--- config.mk ---
export PLATFORM = sky130hd
export DESIGN_NAME = pipelined_add_sub_flat
export DESIGN_NICKNAME = d
export VERILOG_FILES = /design/src/rtl/pipelined_add_sub_if.sv /design/src/rtl/pipelined_add_sub.sv /design/src/flat_wrapper.sv
export SDC_FILE = /design/constraint.sdc
export NUM_CORES = 1
export LEC_CHECK = 0
export ABC_AREA = 1
export BUFFER_PORTS_ARGS = -buffer_cell sky130_fd_sc_hd__buf_2
export CORE_MARGIN = 2
export CORE_UTILIZATION = 40
export CTS_BUF_LIST = sky130_fd_sc_hd__clkbuf_4 sky130_fd_sc_hd__clkbuf_8 sky130_fd_sc_hd__clkbuf_16
export CTS_CLUSTER_DIAMETER = 40
export DETAILED_ROUTE_END_ITERATION = 7
export SKIP_LAST_GASP = 1
export SLEW_MARGIN = 20
export SYNTH_ARGS = -nofsm -noshare
export SYNTH_HDL_FRONTEND = slang
export SYNTH_SLANG_ARGS = --single-unit
--- constraint.sdc ---
create_clock -name clk -period 2.6 [get_ports clk]
set_input_delay 0.26 -clock clk [delete_from_list [all_inputs] [get_ports clk]]
set_output_delay 0.26 -clock clk [all_outputs]
set_load 0.01 [all_outputs]
--- src/rtl/pipelined_add_sub_if.sv ---
// rtl/pipelined_add_sub_if.sv - operand/result stream bundle for pipelined_add_sub
interface pipelined_add_sub_if #(
  parameter int N = 16
);
  logic         in_valid;
  logic         in_ready;
  logic [N-1:0] a;
  logic [N-1:0] b;
  logic         cin;
  logic         sub;
  logic         out_valid;
  logic         out_ready;
  logic [N-1:0] sum;
  logic         cout;
  logic         ovf;
  logic         zero;

  modport master (
    output in_valid, a, b, cin, sub, out_ready,
    input  in_ready, out_valid, sum, cout, ovf, zero
  );

  modport slave (
    input  in_valid, a, b, cin, sub, out_ready,
    output in_ready, out_valid, sum, cout, ovf, zero
  );
endinterface

--- src/rtl/pipelined_add_sub.sv ---
// rtl/pipelined_add_sub.sv - S-stage chunked adder/subtractor with stream handshake
// Optional signed saturation of sum on overflow: define PIPE_ADD_SAT_EN.
module pipelined_add_sub #(
  parameter int N = 16,
  parameter int S = 2
) (
  input logic               clk,
  input logic               rst,
  pipelined_add_sub_if.slave bus
);
  localparam int C = N / S;

  logic [N-1:0] a_q [S];
  logic [N-1:0] b_q [S];
  logic [N-1:0] s_q [S];
  logic         c_q [S];
  logic         v_q [S];
  logic         ovf_q;
  logic         zero_q;

  logic [N-1:0] a_d [S];
  logic [N-1:0] b_d [S];
  logic [N-1:0] s_d [S];
  logic         c_d [S];
  logic         v_d [S];
  logic [N-1:0] sum_d;
  logic         ovf_d;
  logic         zero_d;
  logic         msb_carry;
  logic         stall;

  assign stall         = v_q[S-1] & ~bus.out_ready;
  assign bus.in_ready  = ~stall;
  assign bus.out_valid = v_q[S-1];
  assign bus.sum       = s_q[S-1];
  assign bus.cout      = c_q[S-1];
  assign bus.ovf       = ovf_q;
  assign bus.zero      = zero_q;

  // Each stage adds its own chunk with the carry left by the stage before it;
  // operands ride along so later stages still see their upper chunks.
  always_comb begin : comb_stages
    logic [N-1:0] a_i;
    logic [N-1:0] b_i;
    logic [N-1:0] s_i;
    logic         c_i;
    logic         v_i;
    logic [C:0]   part;
    a_i  = '0;
    b_i  = '0;
    s_i  = '0;
    c_i  = 1'b0;
    v_i  = 1'b0;
    part = '0;
    for (int k = 0; k < S; k++) begin
      if (k == 0) begin
        a_i = bus.a;
        b_i = bus.sub ? ~bus.b : bus.b;
        s_i = '0;
        c_i = bus.sub ? ~bus.cin : bus.cin;
        v_i = bus.in_valid;
      end else begin
        a_i = a_q[k-1];
        b_i = b_q[k-1];
        s_i = s_q[k-1];
        c_i = c_q[k-1];
        v_i = v_q[k-1];
      end
      part = {1'b0, a_i[k*C +: C]} + {1'b0, b_i[k*C +: C]} + {{C{1'b0}}, c_i};
      s_i[k*C +: C] = part[C-1:0];
      a_d[k] = a_i;
      b_d[k] = b_i;
      s_d[k] = s_i;
      c_d[k] = part[C];
      v_d[k] = v_i;
    end
  end

  always_comb begin
    msb_carry = a_d[S-1][N-1] ^ b_d[S-1][N-1] ^ s_d[S-1][N-1];
    ovf_d     = msb_carry ^ c_d[S-1];
    sum_d     = s_d[S-1];
`ifdef PIPE_ADD_SAT_EN
    if (ovf_d) begin
      sum_d = a_d[S-1][N-1] ? {1'b1, {(N-1){1'b0}}} : {1'b0, {(N-1){1'b1}}};
    end
`endif
    zero_d = (sum_d == '0);
  end

  always_ff @(posedge clk) begin
    if (rst) begin
      for (int k = 0; k < S; k++) begin
        v_q[k] <= 1'b0;
        c_q[k] <= 1'b0;
        a_q[k] <= '0;
        b_q[k] <= '0;
        s_q[k] <= '0;
      end
      ovf_q  <= 1'b0;
      zero_q <= 1'b0;
    end else if (!stall) begin
      for (int k = 0; k < S; k++) begin
        v_q[k] <= v_d[k];
        c_q[k] <= c_d[k];
        a_q[k] <= a_d[k];
        b_q[k] <= b_d[k];
        s_q[k] <= (k == S - 1) ? sum_d : s_d[k];
      end
      ovf_q  <= ovf_d;
      zero_q <= zero_d;
    end
  end
endmodule

--- src/flat_wrapper.sv ---
// flat-port wrapper written by rule: the top's interface ports become plain ports
module pipelined_add_sub_flat 
#(
  parameter int N = 16,
  parameter int S = 2
)
  (clk, rst, bus_in_valid, bus_a, bus_b, bus_cin, bus_sub, bus_out_ready, bus_in_ready, bus_out_valid, bus_sum, bus_cout, bus_ovf, bus_zero);
  pipelined_add_sub_if #(.N(N)) bus_i ();
  input logic clk;
  input logic rst;
  input wire logic [$bits(bus_i.in_valid)-1:0] bus_in_valid;
  input wire logic [$bits(bus_i.a)-1:0] bus_a;
  input wire logic [$bits(bus_i.b)-1:0] bus_b;
  input wire logic [$bits(bus_i.cin)-1:0] bus_cin;
  input wire logic [$bits(bus_i.sub)-1:0] bus_sub;
  input wire logic [$bits(bus_i.out_ready)-1:0] bus_out_ready;
  output wire logic [$bits(bus_i.in_ready)-1:0] bus_in_ready;
  output wire logic [$bits(bus_i.out_valid)-1:0] bus_out_valid;
  output wire logic [$bits(bus_i.sum)-1:0] bus_sum;
  output wire logic [$bits(bus_i.cout)-1:0] bus_cout;
  output wire logic [$bits(bus_i.ovf)-1:0] bus_ovf;
  output wire logic [$bits(bus_i.zero)-1:0] bus_zero;
  assign bus_i.in_valid = bus_in_valid;
  assign bus_i.a = bus_a;
  assign bus_i.b = bus_b;
  assign bus_i.cin = bus_cin;
  assign bus_i.sub = bus_sub;
  assign bus_i.out_ready = bus_out_ready;
  assign bus_in_ready = bus_i.in_ready;
  assign bus_out_valid = bus_i.out_valid;
  assign bus_sum = bus_i.sum;
  assign bus_cout = bus_i.cout;
  assign bus_ovf = bus_i.ovf;
  assign bus_zero = bus_i.zero;
  pipelined_add_sub #(.N(N), .S(S)) u_core (.clk(clk), .rst(rst), .bus(bus_i));
endmodule
==> flow_summary.toml, run 1 <==
[outcome]
status = "finished, final reports clean"

[cells_and_area]
design_area_sq_mm = 0.00314
nFillCells = 607
n_antenna_cell = 0
areaGrowthSynthToFinish_pct = 18.3
nets = 399
drive_above_1_share_pct = 23.0

[sta]
fin_worst_skew_ps = 6.99
period_minus_slack_ps = 2050
slew_viol_final = 0
fin_setup_tns_ps = 0
finalSetupViolations = 0
rsz0062_at_grt = "no"
fin_crit_sh_pct = 78.9
report.final.hold_viol_count = 0
hold_ws_ps = 253
fin_ws_ps = 548
max_freq_mhz = 487
slew_headroom_pct = 68.5
tightestPinTransition_ps = 471

[logic_synthesis]
postSynthAreaPerCell_sq_um = 9.47
synth_top_family_by_area = "simple AND/OR/NAND/NOR gates"
ys_types = 28
yosys.area_share.adder_pct = 9.62
syn_inst = 280
synth_nets = 336
synth_simple_gate_area_share_pct = 19.0
synth_top_cells_by_area = "edfxtp_1, ha_1, nor2_1"
synth_top_cell_area_share_pct = 49.8
ys_warn_count = 0
synth_mux_area_share_pct = 0
synthXorXnorAreaFrac_pct = 5.94
synth_compound_area_share_pct = 6.32
synth-seq-cells = 46
seq_area_frac_synth_pct = 51.3
syn-cell-area_sq_mm = 0.00265
synth.largest_area_cell = "edfxtp_1"

[power_and_ir_drop]
swShare_pct = 29.0
p_per_area_mw_per_mm2 = 575
p_switching_w = 0.000524
ir_drop_mv = 0.241
p_int_w = 0.00128
p_leak_nw = 1.59
p_seq_share_pct = 52.0
pwr-share-clk_pct = 23.7
p_comb_share_pct = 24.2

[floorplan]
io-pin-count = 59
rows = 29
core_sq_mm = 0.00639
dieHeight_microns = 85.4
dieArea_sq_mm = 0.00730
die_x_microns = 85.4
initial_core_util_pct = 41.5

[route]
avgRoutedWirePerCell_microns = 10.7
route.detailed.drc = 0
antenna_left = 0
vias = 1887
routed_wl_microns = 4520
drtIter0Drc = 72
via_per_inst = 4.48
firstDrtPassIters = 4

[grt]
grtUsageTotal_pct = 13.2
antenna_found_initial = 0
grt_pass1_vias = 1772
grt_overflow_total = 0
grt_pass1_wl_microns = 7710
grt_start_max_net_pins = 28

[worst_setup_path]
crit_start = "u_core.c_q[0][0]$_SDFFCE_PN0P_"
cp_common_cell = "fa_1"
arrival_ps = 2100
start_kind = "register"
crit_type = "reg -> reg"
cp_cell_sequence = "fa_1, fa_1, nand3_1, nand2_1, and2_4, nor2_2, nor2_1"
rrSetupSlack_ps = 550
cp_max_fo = 3
critPathCaptureType = "register"
cp.depth = 7
r2r_end = "u_core.c_q[0][1]$_SDFFCE_PN0P_"
cp_num_buf_inv = 0
cpPeakStageDelay_ps = 480
ff2ff_path_depth = 7
r2r-start = "u_core.c_q[0][0]$_SDFFCE_PN0P_"
cp_slowest_cell = "fa_1"
crit_end = "u_core.c_q[0][1]$_SDFFCE_PN0P_"
critical-path-top-delay-family = "adder cells"
crit_required_ps = 2650

[run]
max_cap_viol_count = 0

[cts]
cts_max_level = 2
path_clk_slew_ps = 90
clk_path_buf_depth = 2
cts_resized = 0
post_cts_buffers = 0
cts_tree = "built"
cts_buffers = 5
clock_sinks = 46
clk_latency_ps = 300
hold_buffers = 0
root_buffer = "clkbuf_8"

[min_path]
min_path_type = "in -> reg"
worstHoldPathCells = 3

[placement]
place_area_sq_mm = 0.00305
dp_hpwl_microns = 3540
place.gp.congestion = 0.877
dp_slack_ps = 353
port_buffers = 58
==> power by group through the flow <==
| stage | combinational, W | sequential [W] | clock [W] |
|---|---|---|---|
| global route | 0.000500 | 0.000950 | 0.000462 |
| CTS | 0.000442 | 0.000941 | 0.000441 |
| global placement | 0.000433 | 0.000957 | 0 |
| finish | 0.000438 | 0.000940 | 0.000429 |
| detailed placement | 0.000439 | 0.000958 | 0 |
| floorplan | 0.000285 | 0.000977 | 0 |
==> tightest hold or removal path: cells and delay by family <==
kind / cells / cell delay (ps)
simple gates: 1 / 80
buf+inv: 2 / 100
==> placed cells by master, fill, tap and decap left out <==
master / count
a21oi_4: 1
nand2_1: 38
a21boi_0: 1
buf_2: 58
nor3_1: 1
inv_6: 1
and2_4: 1
o21ai_0: 8
nor2_1: 46
xor2_1: 6
buf_12: 1
fa_1: 4
a21oi_1: 18
nand4_1: 4
nand3_1: 16
nand3b_1: 2
clkinv_1: 1
clkinvlp_4: 1
dfxtp_1: 2
nand2_2: 4
buf_4: 3
ha_1: 14
a21o_1: 1
or2_1: 1
xnor2_1: 12
a31oi_1: 1
nor2_2: 1
clkbuf_8: 5
inv_2: 1
edfxtp_1: 44
nand3_2: 2
inv_1: 45
==> metrics by stage <==
stage | utilization (%) | power, W | cells
after global routing | 49.2 | 0.00191 | 421
after global placement | 47.8 | 0.00139 | 413
after floorplan | - | 0.00126 | 280
after CTS | 49.2 | 0.00182 | 421
final | 49.2 | 0.00181 | 421
after detailed placement | 47.8 | 0.00140 | 413
==> synthesized netlist by cell type <==
cell / instances
nand2_2: 3
a31oi_1: 1
nor2_1: 46
nand4_1: 4
a21boi_0: 1
a21oi_1: 18
or2_1: 1
nand2_1: 39
o21ai_0: 8
inv_2: 1
buf_2: 3
ha_1: 14
nor3_1: 1
xor2_1: 6
clkbuf_1: 1
fa_1: 4
and2_4: 1
buf_4: 2
xnor2_1: 12
a21oi_4: 1
edfxtp_1: 44
inv_1: 45
dfxtp_1: 2
nand3_1: 16
nand3_2: 2
a21o_1: 1
nor2_2: 1
nand3b_1: 2
==> routing by layer <==
layer	global-route usage, %	routed length, microns	vias to the layer above
li1	-	-	1034
met1	18.1	2290	802
met2	20.3	1890	49
met3	3.50	289	2
met4	4.33	40	0
met5	0	0	-
==> layout make-up <==
type | count | area [sq um] | share of cell area, %
tap | 77 | 96.3 | 3.07
clock inverter | 3 | 20.0 | 0.638
clock buffer | 5 | 68.8 | 2.19
timing repair buffer | 62 | 333 | 10.6
inverter | 46 | 173 | 5.50
multi-input combinational | 182 | 1090 | 34.6
sequential | 46 | 1360 | 43.4
==> worst min path at each step <==
stage	start	to	slack, ps
2_1_floorplan	bus_a[10]	u_core.a_q[0][10]$_SDFFCE_PN0P_	470
3_3_place_gp	u_core.bus.zero$_SDFFE_PP0N_	u_core.bus.zero$_SDFFE_PP0N_	460
3_5_place_dp	u_core.bus.ovf$_SDFFE_PP0N_	u_core.bus.ovf$_SDFFE_PP0N_	470
4_1_cts	bus_a[13]	u_core.a_q[0][13]$_SDFFCE_PN0P_	250
5_1_grt	bus_a[11]	u_core.a_q[0][11]$_SDFFCE_PN0P_	260
6_report	bus_a[13]	u_core.a_q[0][13]$_SDFFCE_PN0P_	250
==> state kept, by name (all words and copies together) (netlist names) <==
| register | cells |
|---|---|
| u_core.c_q | 2 |
| u_core.b_q | 8 |
| u_core.s_q | 24 |
| u_core.v_q | 2 |
| u_core.bus.zero | 1 |
| u_core.bus.ovf | 1 |
| u_core.a_q | 8 |
==> cell families (layout without fill, tap and decap cells) <==
kind of cell             count (synthesis)  after routing
adder cells (fa/ha/maj)                 18             18
XOR/XNOR                                18             18
AO/OA/AOI/OAI                           30             30
flip-flops                              46             46
buffers and inverters                   52            116
AND/OR/NAND/NOR                        116            116
(Power assumes the default switching activity.)
==> run 2, diff against run 1 <==
==> constraint.sdc (replaced) <==
create_clock -name clk -period 2 [get_ports clk]
set_input_delay 0.2 -clock clk [delete_from_list [all_inputs] [get_ports clk]]
set_output_delay 0.2 -clock clk [all_outputs]
set_load 0.01 [all_outputs]
==> run 2 against run 1 <==
- first-iteration DRC count is 19% lower
- power up 39%
- count of clock-buffer cells in the layout increased by 1
- highest routed layer unchanged
- non-clock buffer count up 5
- final area up 2.6%
- critical endpoint is now u_core.bus.ovf$_SDFFE_PP0N_
- setup slack got worse by 500 ps
- via count rose by 3.2%
==> flow_summary.toml, run 2 (synthesis results as in run 1) <==
[power_and_ir_drop]
p_per_area_mw_per_mm2 = 778
pwr-share-clk_pct = 27.5
p_seq_share_pct = 48.7
p_comb_share_pct = 23.8
p_int_w = 0.00183
swShare_pct = 27.2
ir_drop_mv = 0.528
p_leak_nw = 1.62
p_switching_w = 0.000681

[sta]
fin_worst_skew_ps = 4.94
period_minus_slack_ps = 1950
tightestPinTransition_ps = 322
fin_setup_tns_ps = 0
slew_viol_final = 0
finalSetupViolations = 0
report.final.hold_viol_count = 0
fin_ws_ps = 50.4
max_freq_mhz = 513
fin_crit_sh_pct = 97.5
slew_headroom_pct = 78.3
rsz0062_at_grt = "yes"

[grt]
grtUsageTotal_pct = 14.1
antenna_found_initial = 0
grt_pass1_vias = 1830
grt_overflow_total = 0
grt_start_max_net_pins = 45
grt_pass1_wl_microns = 8160

[placement]
dp_slack_ps = -65.9
dp_hpwl_microns = 3700
place.gp.congestion = 0.892
port_buffers = 58
place_area_sq_mm = 0.00308
place_inst = 417

[cts]
clock_sinks = 46
cts_buffers = 5
clk_path_buf_depth = 2
hold_buffers = 0
cts_tree = "built"
path_clk_slew_ps = 80
root_buffer = "clkbuf_8"
cts_max_level = 2
clk_latency_ps = 290

[worst_setup_path]
cp_cell_sequence = "fa_2, fa_2, nand3_1, nand2_1, and2_4, nor2_2, nand3_1, nand3_1, nand2_1"
r2r-start = "u_core.c_q[0][0]$_SDFFCE_PN0P_"
cpPeakStageDelay_ps = 420
cp_max_fo = 3
cp_slowest_cell = "edfxtp_1"
cp_num_buf_inv = 0
critPathCaptureType = "register"
cp_common_cell = "nand3_1"
crit_required_ps = 2200
critical-path-top-delay-family = "adder cells"
start_kind = "register"
crit_type = "reg -> reg"
crit_start = "u_core.c_q[0][0]$_SDFFCE_PN0P_"
arrival_ps = 2150

[cells_and_area]
mostFrequentLayoutCell = "buf_2"
nFillCells = 610
finalNonFillerCells = 426
largest_reg_flops = 24
n_antenna_cell = 0
design_area_sq_mm = 0.00322
final_cell_mix = "buf_2, nor2_1, inv_1, edfxtp_1, nand2_1"
areaGrowthSynthToFinish_pct = 21.5
top_regs = "u_core.s_q: 24 flops, u_core.a_q: 8 flops, u_core.b_q: 8 flops"
nets = 404
drive_above_1_share_pct = 25.8
regMostFlops = "u_core.s_q"

[min_path]
min_path_type = "in -> reg"
min_from = "bus_a[13]"

[floorplan]
dieHeight_microns = 85.4
dieArea_sq_mm = 0.00730
die_x_microns = 85.4
initial_core_util_pct = 41.5
io-pin-count = 59
core_sq_mm = 0.00639
rows = 29

[route]
avgRoutedWirePerCell_microns = 11.1
via_per_inst = 4.57
vias = 1948
routed_wl_microns = 4710
route.detailed.drc = 0
firstDrtPassIters = 4
antenna_left = 0
drtIter0Drc = 58

[outcome]
status = "finished, final reports clean"

[run]
max_cap_viol_count = 0
run 2: what timing repair did:
item                                    4_1_cts  5_1_grt
buffers inserted                              0        1
endpoints found under the setup margin        4        4
resized for setup                             2        2
run 2: final cells by class:
class / instances / area [sq um] / share of cell area [%]
sequential: 46 / 1360 / 42.3
multi-input combinational: 182 / 1110 / 34.4
timing repair buffer: 67 / 370 / 11.5
inverter: 46 / 173 / 5.36
tap: 77 / 96.3 / 2.99
clock buffer: 6 / 76.3 / 2.37
clock inverter: 2 / 37.5 / 1.17
run 2: layer usage:
layer | GRT usage (%) | routed length, microns
met5 | 0 | 0
met4 | 4.76 | 78
met3 | 3.21 | 246
met2 | 21.0 | 1950
met1 | 20.2 | 2440
run 2: worst paths after layout:
check / end / slack [ps] / depth (start not counted)
hold reg to reg: u_core.bus.ovf$_SDFFE_PP0N_ / 470 / 2
hold / removal: u_core.a_q[0][13]$_SDFFCE_PN0P_ / 200 / 3
setup / recovery: u_core.bus.ovf$_SDFFE_PP0N_ / 50 / 9
setup reg to reg: u_core.bus.ovf$_SDFFE_PP0N_ / 50 / 9
run 2: worst register-to-register path, cell delays in order (launching register included):
cell and delay [ps]:
edfxtp_1 420, fa_2 420, fa_2 400, nand3_1 120
nand2_1 80, and2_4 150, nor2_2 90, nand3_1 80
nand3_1 70, nand2_1 50
run 2: power groups by stage:
stage          registers, W  clock network [W]  logic (W)
4_1_cts             0.00122           0.000714   0.000594
2_1_floorplan       0.00127                  0   0.000374
6_report            0.00122           0.000689   0.000597
5_1_grt             0.00123           0.000745   0.000692
3_3_place_gp        0.00124                  0   0.000584
3_5_place_dp        0.00124                  0   0.000589
run 2: metrics by stage:
stage	util, %	hold slack (ps)	total power, W
floorplan	-	408	0.00164
global placement	48.3	477	0.00183
detailed placement	48.3	461	0.00183
CTS	50.1	190	0.00253
global route	50.5	215	0.00267
finish	50.5	199	0.00251
